--- config.mk ---
export PLATFORM = sky130hd
export DESIGN_NAME = intrusion_event_log_flat
export DESIGN_NICKNAME = d
export VERILOG_FILES = /design/src/rtl/intrusion_event_log_if.sv /design/src/rtl/intrusion_event_log.sv /design/src/flat_wrapper.sv
export SDC_FILE = /design/constraint.sdc
export NUM_CORES = 1
export LEC_CHECK = 0
export BUFFER_PORTS_ARGS = -buffer_cell sky130_fd_sc_hd__buf_2
export CORE_MARGIN = 4
export CORE_UTILIZATION = 45
export CTS_BUF_LIST = sky130_fd_sc_hd__clkbuf_16
export CTS_CLUSTER_DIAMETER = 40
export DETAILED_ROUTE_END_ITERATION = 7
export PLACE_DENSITY = 0.66
export SLEW_MARGIN = 20
export SYNTH_ARGS = -nofsm -noshare
export SYNTH_HDL_FRONTEND = slang
export SYNTH_SLANG_ARGS = --single-unit
--- constraint.sdc ---
create_clock -name clock -period 3.1 [get_ports clock]
set_input_delay 0.155 -clock clock [delete_from_list [all_inputs] [get_ports clock]]
set_output_delay 0.155 -clock clock [all_outputs]
set_load 0.02 [all_outputs]
--- src/rtl/intrusion_event_log_if.sv ---
`default_nettype none
// ============================================================================
// Module      : intrusion_event_log_if
// Description : Signal bundle between the anti-theft FSM side / log reader
//               and the intrusion event log.
//               master : drives FSM state, ticks, control and read requests
//               slave  : the event log itself (drives read results/status)
// Revision    : 1.0 - initial release
// ============================================================================
interface intrusion_event_log_if #(
    parameter int DEPTH = 8,
    parameter int TS_W  = 8,
    parameter int ST_W  = 3
);
    localparam int c_ADDR_W = $clog2(DEPTH);

    // FSM observation and control
    logic [ST_W-1:0]     EA;
    logic                one_hz_enable;
    logic                enable_siren;
    logic                freeze;
    logic                clear_log;

    // Read port
    logic                rd_req;
    logic [c_ADDR_W-1:0] rd_index;
    logic                rd_valid;
    logic                rd_hit;
    logic [ST_W-1:0]     rd_state;
    logic [ST_W-1:0]     rd_prev;
    logic [TS_W-1:0]     rd_ts;

    // Status
    logic [c_ADDR_W:0]   count;
    logic                overflow;
    logic [3:0]          alarm_count;
    logic [TS_W-1:0]     ts_now;

    modport master (
        output EA, one_hz_enable, enable_siren, freeze, clear_log,
        output rd_req, rd_index,
        input  rd_valid, rd_hit, rd_state, rd_prev, rd_ts,
        input  count, overflow, alarm_count, ts_now
    );

    modport slave (
        input  EA, one_hz_enable, enable_siren, freeze, clear_log,
        input  rd_req, rd_index,
        output rd_valid, rd_hit, rd_state, rd_prev, rd_ts,
        output count, overflow, alarm_count, ts_now
    );
endinterface
`default_nettype wire

--- src/rtl/intrusion_event_log.sv ---
`default_nettype none
// ============================================================================
// Module      : intrusion_event_log
// Description : Timestamped recorder of anti-theft FSM state transitions.
//               Every change of EA (while not frozen) is written into a
//               circular buffer as {new state, previous state, seconds}.
//               The oldest entry is overwritten when full (sticky overflow).
//               Also counts siren rising edges (saturating at 15) and keeps
//               a free-running seconds counter driven by the 1 Hz tick.
// Ports       : clock  - system clock
//               reset  - asynchronous active-high reset
//               bus    - intrusion_event_log_if.slave
//                        (EA/one_hz_enable/enable_siren/freeze/clear_log in,
//                         rd_req/rd_index in, rd_valid/rd_hit/rd_state/
//                         rd_prev/rd_ts out, count/overflow/alarm_count/
//                         ts_now out)
// Revision    : 1.0 - initial release
// ============================================================================
module intrusion_event_log #(
    parameter int DEPTH = 8,    // log entries, power of two, 2..16
    parameter int TS_W  = 8,    // timestamp width in seconds
    parameter int ST_W  = 3     // FSM state code width
) (
    input  wire logic              clock,
    input  wire logic              reset,
    intrusion_event_log_if.slave   bus
);

    localparam int                c_ADDR_W    = $clog2(DEPTH);
    localparam logic [c_ADDR_W:0] c_FULL      = (c_ADDR_W+1)'(DEPTH);
    localparam logic [3:0]        c_ALARM_MAX = 4'd15;

    // ------------------------------------------------------------------
    // State
    // ------------------------------------------------------------------
    logic [ST_W-1:0]     r_prev_ea;
    logic                r_siren_d;
    logic [c_ADDR_W-1:0] r_wr_ptr;
    logic [c_ADDR_W:0]   r_count;
    logic                r_overflow;
    logic [3:0]          r_alarm;
    logic [TS_W-1:0]     r_ts;

    logic                r_rd_valid;
    logic                r_rd_hit;
    logic [ST_W-1:0]     r_rd_state;
    logic [ST_W-1:0]     r_rd_prev;
    logic [TS_W-1:0]     r_rd_ts;

    // Log storage; no reset needed since entries beyond count are never
    // returned.
    logic [ST_W-1:0]     r_mem_state [DEPTH];
    logic [ST_W-1:0]     r_mem_prev  [DEPTH];
    logic [TS_W-1:0]     r_mem_ts    [DEPTH];

    // ------------------------------------------------------------------
    // Combinational control
    // ------------------------------------------------------------------
    logic                w_change;
    logic                w_wr_en;
    logic                w_full;
    logic                w_siren_rise;
    logic [c_ADDR_W-1:0] w_rd_addr;
    logic                w_rd_in_range;

    assign w_change      = (bus.EA != r_prev_ea);
    // clear_log wins over a same-cycle transition: nothing is written.
    assign w_wr_en       = w_change && !bus.freeze && !bus.clear_log;
    assign w_full        = (r_count == c_FULL);
    assign w_siren_rise  = bus.enable_siren && !r_siren_d;

    // Newest entry sits just behind the write pointer; power-of-two depth
    // makes the natural wrap of the subtraction the modulo.
    assign w_rd_addr     = r_wr_ptr - c_ADDR_W'(1) - bus.rd_index;
    assign w_rd_in_range = ({1'b0, bus.rd_index} < r_count);

    // ------------------------------------------------------------------
    // Change/edge history: tracks every cycle, even frozen or clearing,
    // so that releasing freeze never produces a stale transition.
    // ------------------------------------------------------------------
    always_ff @(posedge clock or posedge reset) begin
        if (reset) begin
            r_prev_ea <= '0;
            r_siren_d <= 1'b0;
        end else begin
            r_prev_ea <= bus.EA;
            r_siren_d <= bus.enable_siren;
        end
    end

    // ------------------------------------------------------------------
    // Seconds counter (runs while frozen, wraps naturally)
    // ------------------------------------------------------------------
    always_ff @(posedge clock or posedge reset) begin
        if (reset) begin
            r_ts <= '0;
        end else if (bus.clear_log) begin
            r_ts <= '0;
        end else if (bus.one_hz_enable) begin
            r_ts <= r_ts + TS_W'(1);
        end
    end

    // ------------------------------------------------------------------
    // Write pointer, fill level and sticky overflow
    // ------------------------------------------------------------------
    always_ff @(posedge clock or posedge reset) begin
        if (reset) begin
            r_wr_ptr   <= '0;
            r_count    <= '0;
            r_overflow <= 1'b0;
        end else if (bus.clear_log) begin
            r_wr_ptr   <= '0;
            r_count    <= '0;
            r_overflow <= 1'b0;
        end else if (w_wr_en) begin
            r_wr_ptr <= r_wr_ptr + c_ADDR_W'(1);
            if (w_full) begin
                // Writing into a full log replaces the oldest entry.
                r_overflow <= 1'b1;
            end else begin
                r_count <= r_count + (c_ADDR_W+1)'(1);
            end
        end
    end

    // ------------------------------------------------------------------
    // Alarm counter: siren rising edges, saturating, counts while frozen
    // ------------------------------------------------------------------
    always_ff @(posedge clock or posedge reset) begin
        if (reset) begin
            r_alarm <= '0;
        end else if (bus.clear_log) begin
            r_alarm <= '0;
        end else if (w_siren_rise && (r_alarm != c_ALARM_MAX)) begin
            r_alarm <= r_alarm + 4'd1;
        end
    end

    // ------------------------------------------------------------------
    // Log storage, one write-enable decode per entry
    // ------------------------------------------------------------------
    for (genvar gi = 0; gi < DEPTH; gi++) begin : g_entry
        always_ff @(posedge clock) begin
            if (w_wr_en && (r_wr_ptr == c_ADDR_W'(gi))) begin
                r_mem_state[gi] <= bus.EA;
                r_mem_prev[gi]  <= r_prev_ea;
                r_mem_ts[gi]    <= r_ts;
            end
        end
    end

    // ------------------------------------------------------------------
    // Registered read port. Reads see pointer, count and storage as they
    // were before this edge, so a same-cycle write or clear is not visible
    // until the following read.
    // ------------------------------------------------------------------
    always_ff @(posedge clock or posedge reset) begin
        if (reset) begin
            r_rd_valid <= 1'b0;
            r_rd_hit   <= 1'b0;
            r_rd_state <= '0;
            r_rd_prev  <= '0;
            r_rd_ts    <= '0;
        end else begin
            r_rd_valid <= bus.rd_req;
            if (bus.rd_req) begin
                r_rd_hit <= w_rd_in_range;
                if (w_rd_in_range) begin
                    r_rd_state <= r_mem_state[w_rd_addr];
                    r_rd_prev  <= r_mem_prev[w_rd_addr];
                    r_rd_ts    <= r_mem_ts[w_rd_addr];
                end else begin
                    r_rd_state <= '0;
                    r_rd_prev  <= '0;
                    r_rd_ts    <= '0;
                end
            end
        end
    end

    // ------------------------------------------------------------------
    // Outputs
    // ------------------------------------------------------------------
    assign bus.rd_valid    = r_rd_valid;
    assign bus.rd_hit      = r_rd_hit;
    assign bus.rd_state    = r_rd_state;
    assign bus.rd_prev     = r_rd_prev;
    assign bus.rd_ts       = r_rd_ts;
    assign bus.count       = r_count;
    assign bus.overflow    = r_overflow;
    assign bus.alarm_count = r_alarm;
    assign bus.ts_now      = r_ts;

endmodule
`default_nettype wire

--- src/flat_wrapper.sv ---
// flat-port wrapper written by rule: the top's interface ports become plain ports
module intrusion_event_log_flat 
#(
    parameter int DEPTH = 8,                                       
    parameter int TS_W  = 8,                                 
    parameter int ST_W  = 3                            
)
  (clock, reset, bus_EA, bus_one_hz_enable, bus_enable_siren, bus_freeze, bus_clear_log, bus_rd_req, bus_rd_index, bus_rd_valid, bus_rd_hit, bus_rd_state, bus_rd_prev, bus_rd_ts, bus_count, bus_overflow, bus_alarm_count, bus_ts_now);
  intrusion_event_log_if #(.DEPTH(DEPTH), .TS_W(TS_W), .ST_W(ST_W)) bus_i ();
  input  wire logic clock;
  input  wire logic reset;
  input wire logic [$bits(bus_i.EA)-1:0] bus_EA;
  input wire logic [$bits(bus_i.one_hz_enable)-1:0] bus_one_hz_enable;
  input wire logic [$bits(bus_i.enable_siren)-1:0] bus_enable_siren;
  input wire logic [$bits(bus_i.freeze)-1:0] bus_freeze;
  input wire logic [$bits(bus_i.clear_log)-1:0] bus_clear_log;
  input wire logic [$bits(bus_i.rd_req)-1:0] bus_rd_req;
  input wire logic [$bits(bus_i.rd_index)-1:0] bus_rd_index;
  output wire logic [$bits(bus_i.rd_valid)-1:0] bus_rd_valid;
  output wire logic [$bits(bus_i.rd_hit)-1:0] bus_rd_hit;
  output wire logic [$bits(bus_i.rd_state)-1:0] bus_rd_state;
  output wire logic [$bits(bus_i.rd_prev)-1:0] bus_rd_prev;
  output wire logic [$bits(bus_i.rd_ts)-1:0] bus_rd_ts;
  output wire logic [$bits(bus_i.count)-1:0] bus_count;
  output wire logic [$bits(bus_i.overflow)-1:0] bus_overflow;
  output wire logic [$bits(bus_i.alarm_count)-1:0] bus_alarm_count;
  output wire logic [$bits(bus_i.ts_now)-1:0] bus_ts_now;
  assign bus_i.EA = bus_EA;
  assign bus_i.one_hz_enable = bus_one_hz_enable;
  assign bus_i.enable_siren = bus_enable_siren;
  assign bus_i.freeze = bus_freeze;
  assign bus_i.clear_log = bus_clear_log;
  assign bus_i.rd_req = bus_rd_req;
  assign bus_i.rd_index = bus_rd_index;
  assign bus_rd_valid = bus_i.rd_valid;
  assign bus_rd_hit = bus_i.rd_hit;
  assign bus_rd_state = bus_i.rd_state;
  assign bus_rd_prev = bus_i.rd_prev;
  assign bus_rd_ts = bus_i.rd_ts;
  assign bus_count = bus_i.count;
  assign bus_overflow = bus_i.overflow;
  assign bus_alarm_count = bus_i.alarm_count;
  assign bus_ts_now = bus_i.ts_now;
  intrusion_event_log #(.DEPTH(DEPTH), .TS_W(TS_W), .ST_W(ST_W)) u_core (.clock(clock), .reset(reset), .bus(bus_i));
endmodule
==> impl_metrics.prom <==
# TYPE chip_impl_metric gauge
chip_impl_info{name="outcome",value="completed"} 1
chip_impl_info{name="worstSetupEndpointType",value="flip-flop"} 1
chip_impl_metric{name="route.final.wire_length",unit="mm"} 11.8
chip_impl_metric{name="finalCritPeriodShare",unit="%"} 78.2
chip_impl_metric{name="cellLeakagePower",unit="nW"} 2.91
chip_impl_metric{name="timing.final.setup_violations",unit=""} 0
chip_impl_info{name="cts_tree",value="built"} 1
chip_impl_metric{name="die_width",unit="um"} 125
chip_impl_metric{name="yosys_register_bits",unit=""} 152
chip_impl_metric{name="initial_core_util",unit="%"} 46.2
chip_impl_metric{name="fmax",unit="GHz"} 0.412
chip_impl_metric{name="route.detailed.wl_per_inst",unit="um"} 19.8
chip_impl_metric{name="hold-path-cell-count",unit=""} 3
chip_impl_metric{name="drv_slew",unit=""} 0
chip_impl_metric{name="slack_of_the_worst_reg_to_reg_path",unit="ns"} 0.68
chip_impl_metric{name="clock_tree.htree_level_count",unit=""} 4
chip_impl_metric{name="placement_rows",unit=""} 42
chip_impl_metric{name="clk_transition_reported_paths",unit="ns"} 0.06
chip_impl_metric{name="detail_route.first_pass.iterations",unit=""} 4
chip_impl_info{name="hp-class",value="primary input to flip-flop"} 1
chip_impl_metric{name="num_cts_buffers",unit=""} 17
chip_impl_metric{name="peak_supply_drop",unit="uV"} 457
chip_impl_info{name="worst_hold_path.endpoint",value="u_core.bus.ts_now[0]$_DFFE_PP0P_"} 1
chip_impl_metric{name="cp_num_buf_inv",unit=""} 0
chip_impl_info{name="timing.critical_path.slowest_stage_cell",value="and3_1"} 1
chip_impl_metric{name="netlist_instances",unit=""} 339
chip_impl_metric{name="worstSkewPairLatency",unit="ns"} 0.42
chip_impl_info{name="timing.critical_path.from",value="u_core.r_prev_ea[2]$_DFF_PP0_"} 1
chip_impl_metric{name="final-hold-violation-count",unit=""} 0
chip_impl_info{name="path_class",value="flip-flop to flip-flop"} 1
chip_impl_metric{name="synthDistinctLibCells",unit=""} 33
chip_impl_metric{name="worst_ep_arrival_time",unit="ns"} 2.46
chip_impl_metric{name="max_slew.worst_pin.slew",unit="ns"} 0.952
chip_impl_metric{name="grt_util_all_layers",unit="%"} 16.1
chip_impl_metric{name="grt_start_max_net_pins",unit=""} 41
chip_impl_metric{name="cpPeakStageDelay",unit="ns"} 0.72
chip_impl_metric{name="final_area",unit="um^2"} 7320
chip_impl_metric{name="core_utilization_of_the_finished_layout",unit="%"} 55.1
chip_impl_metric{name="cts_hold_buf",unit=""} 5
chip_impl_metric{name="min_period",unit="ns"} 2.42
chip_impl_metric{name="sequential_cell_area",unit="um^2"} 4360
chip_impl_metric{name="flow.area_growth_from_synthesis",unit="%"} 19.3
chip_impl_metric{name="remaining_drc_errors",unit=""} 0
chip_impl_metric{name="crit_fanout",unit=""} 14
chip_impl_metric{name="placement.cell_area",unit="um^2"} 6590
chip_impl_info{name="rsz_0062_raised_after_global_routing",value="false"} 1
chip_impl_metric{name="synthArstFlopShare",unit="%"} 26.3
chip_impl_metric{name="fp.dieH",unit="um"} 125
chip_impl_info{name="worst_hold_startpoint",value="bus_one_hz_enable"} 1
chip_impl_metric{name="synth_edf_count",unit=""} 112
chip_impl_info{name="critical_path.startpoint_type",value="flip-flop"} 1
chip_impl_metric{name="vias",unit=""} 3096
chip_impl_metric{name="cts.sinks",unit=""} 152
chip_impl_info{name="cell_chain_critical_path",value="xnor2_1 -> a31oi_4 -> and2b_1 -> and3_1"} 1
chip_impl_metric{name="fraction_of_layout_cells_with_a_size_suffix_above_1",unit="%"} 25.2
chip_impl_metric{name="cts_resized",unit=""} 0
chip_impl_metric{name="syn_avg_cell_area",unit="um^2"} 18.1
chip_impl_metric{name="ys_seq_area_share",unit="%"} 71.1
chip_impl_metric{name="antenna_cells_inserted",unit=""} 0
chip_impl_metric{name="final.fill_count",unit=""} 1024
chip_impl_metric{name="vias_in_the_first_global_route",unit=""} 3303
chip_impl_metric{name="worstRegToRegCells",unit=""} 4
chip_impl_metric{name="max_cap_violations",unit=""} 0
chip_impl_metric{name="synthesis.yosys.warnings",unit=""} 0
chip_impl_info{name="r2r_end",value="u_core.r_mem_state[0][0]$_DFFE_PP_"} 1
chip_impl_metric{name="p_per_area",unit="nW/um^2"} 708
chip_impl_info{name="critical-path-top-delay-family",value="simple AND/OR/NAND/NOR gates"} 1
chip_impl_metric{name="max-slew-margin-rel",unit="%"} 36.4
chip_impl_metric{name="timing.critical_path.required",unit="ns"} 3.14
chip_impl_metric{name="grt.overflow.total",unit=""} 0
chip_impl_metric{name="setup-tns-final",unit="ns"} 0
chip_impl_metric{name="io_buffer_count",unit=""} 45
chip_impl_metric{name="dp_hpwl",unit="mm"} 6.96
chip_impl_metric{name="synth_nets",unit=""} 366
chip_impl_metric{name="multi_input_comb_area",unit="um^2"} 1600
chip_impl_info{name="rr_startpoint",value="u_core.r_prev_ea[2]$_DFF_PP0_"} 1
chip_impl_metric{name="die_area",unit="um^2"} 15600
chip_impl_metric{name="grt_antenna_before_repair",unit=""} 0
chip_impl_metric{name="routed_via_density",unit=""} 5.19
chip_impl_metric{name="boundaryPins",unit=""} 46
chip_impl_metric{name="mapped_cell_area",unit="um^2"} 6140
chip_impl_metric{name="clock-skew-final",unit="ns"} 0.0104
chip_impl_metric{name="post-cts-setup-buffers",unit=""} 0
chip_impl_metric{name="core",unit="um^2"} 13300
chip_impl_info{name="cts.root.buffer_cell",value="clkbuf_16"} 1
chip_impl_metric{name="drt_first_iter_violations",unit=""} 238
chip_impl_metric{name="nets",unit=""} 435
chip_impl_metric{name="cts_buffer_depth",unit=""} 2
chip_impl_metric{name="antenna_left",unit=""} 0
chip_impl_metric{name="wire_length_of_the_first_global_routing_pass",unit="mm"} 18.7
chip_impl_info{name="synth-main-ff-cell",value="edfxtp_1"} 1
chip_impl_metric{name="weighted_congestion_at_the_end_of_routability_driven_global_placement",unit=""} 0.735
layout make-up:
cell class | instances | share of cell area, %
clock buffers | 17 | 5.81
clock inverters | 15 | 3.50
inverters | 25 | 1.28
multi-input cells | 150 | 21.8
flip-flops and latches | 152 | 59.6
well taps | 176 | 3.01
repair buffers | 62 | 4.99
state kept, by name (all words and copies together) (netlist names):
register	cells
u_core.bus.count	4
u_core.bus.rd_state	3
u_core.bus.rd_hit	1
u_core.bus.rd_valid	1
u_core.r_mem_state	24
u_core.bus.ts_now	8
u_core.bus.rd_prev	3
u_core.r_siren_d	1
u_core.r_mem_prev	24
u_core.bus.rd_ts	8
u_core.bus.overflow	1
u_core.r_mem_ts	64
u_core.r_wr_ptr	3
u_core.r_prev_ea	3
u_core.bus.alarm_count	4
how the worst max path moves through the flow:
| stage | end | slack (ns) | cells past startpoint |
|---|---|---|---|
| 6_report | u_core.r_mem_state[0][0]$_DFFE_PP_ | 0.68 | 4 |
| 3_5_place_dp | u_core.r_mem_state[4][0]$_DFFE_PP_ | 0.66 | 4 |
| 3_3_place_gp | u_core.r_mem_state[4][0]$_DFFE_PP_ | 0.74 | 4 |
| 5_1_grt | u_core.r_mem_state[4][0]$_DFFE_PP_ | 0.51 | 4 |
| 4_1_cts | u_core.r_mem_state[4][0]$_DFFE_PP_ | 0.65 | 4 |
| 2_1_floorplan | u_core.r_mem_prev[1][0]$_DFFE_PP_ | 0.92 | 5 |
layer usage:
| metal | global-route usage, % | part of all wire, % |
|---|---|---|
| met5 | 0 | 0 |
| met4 | 6.19 | 1.0 |
| met3 | 3.69 | 2.9 |
| met2 | 26.7 | 51 |
| met1 | 20.6 | 45 |
through the flow:
| step | total power [mW] | hold WS (ns) | setup WS, ns | instances |
|---|---|---|---|---|
| floorplan | 2.73 | 0.186 | 0.917 | 339 |
| global placement | 2.85 | 0.278 | 0.738 | 560 |
| detailed placement | 2.87 | 0.281 | 0.657 | 560 |
| CTS | 5.23 | 0.0600 | 0.647 | 597 |
| global route | 5.37 | 0.0952 | 0.509 | 597 |
| finish | 5.18 | 0.0769 | 0.675 | 597 |
Yosys cell counts (2+ instances only):
cell	number	area, um^2
a21oi_1	7	35.0
and2_1	2	12.5
and2b_1	2	15.0
and3_1	6	37.5
buf_2	4	20.0
buf_6	4	45.0
clkbuf_1	3	11.3
dfrtp_1	40	1000
edfxtp_1	112	3360
ha_1	13	163
inv_1	25	93.8
mux2i_1	16	160
mux4_1	13	342
mux4_2	15	338
nand2_1	8	30.0
nand2b_1	2	12.5
nand4_1	4	25.0
nor2_1	19	71.3
o21ai_0	3	15.0
o22ai_1	14	87.6
or3_1	3	18.8
xnor2_1	8	70.1
xor2_1	6	52.6
power by group:
group          internal [mW]  switching (mW)  leakage (nW)
Combinational          0.235           0.291         0.985
Clock                   1.58           0.784         0.331
Sequential              2.25          0.0452          1.59
Total                   4.06            1.12          2.91
tightest hold or removal path: cells and delay by family:
kind	cells	cell delay (ns)
AND/OR/NAND/NOR	1	0.08
buffers and inverters	1	0.14
XOR/XNOR	1	0.08
cell usage in the layout (no fill, tap or decap), types with 2 or more instances in the layout:
master	count
a21oi_1	7
and2_1	2
and2b_1	2
and3_1	6
buf_2	45
buf_4	12
bufinv_16	7
clkbuf_16	17
clkinv_2	3
clkinvlp_4	2
dfrtp_1	40
dlygate4sd3_1	5
edfxtp_1	112
ha_1	13
inv_1	25
mux2i_1	16
mux4_1	13
mux4_2	15
nand2_1	8
nand2b_1	2
nand4_1	4
nor2_1	19
o21ai_0	3
o22ai_1	14
or3_1	3
xnor2_1	8
xor2_1	6
kinds of logic after synthesis:
group                    synth area share, %
flip-flops                              71.1
AND/OR/NAND/NOR                         3.77
multiplexers                            13.7
buffers and inverters                   2.85
AO/OA/AOI/OAI                           3.06
XOR/XNOR                                2.53
adder cells (fa/ha/maj)                 2.98
No activity file was read; power rests on OpenSTA's default activity.
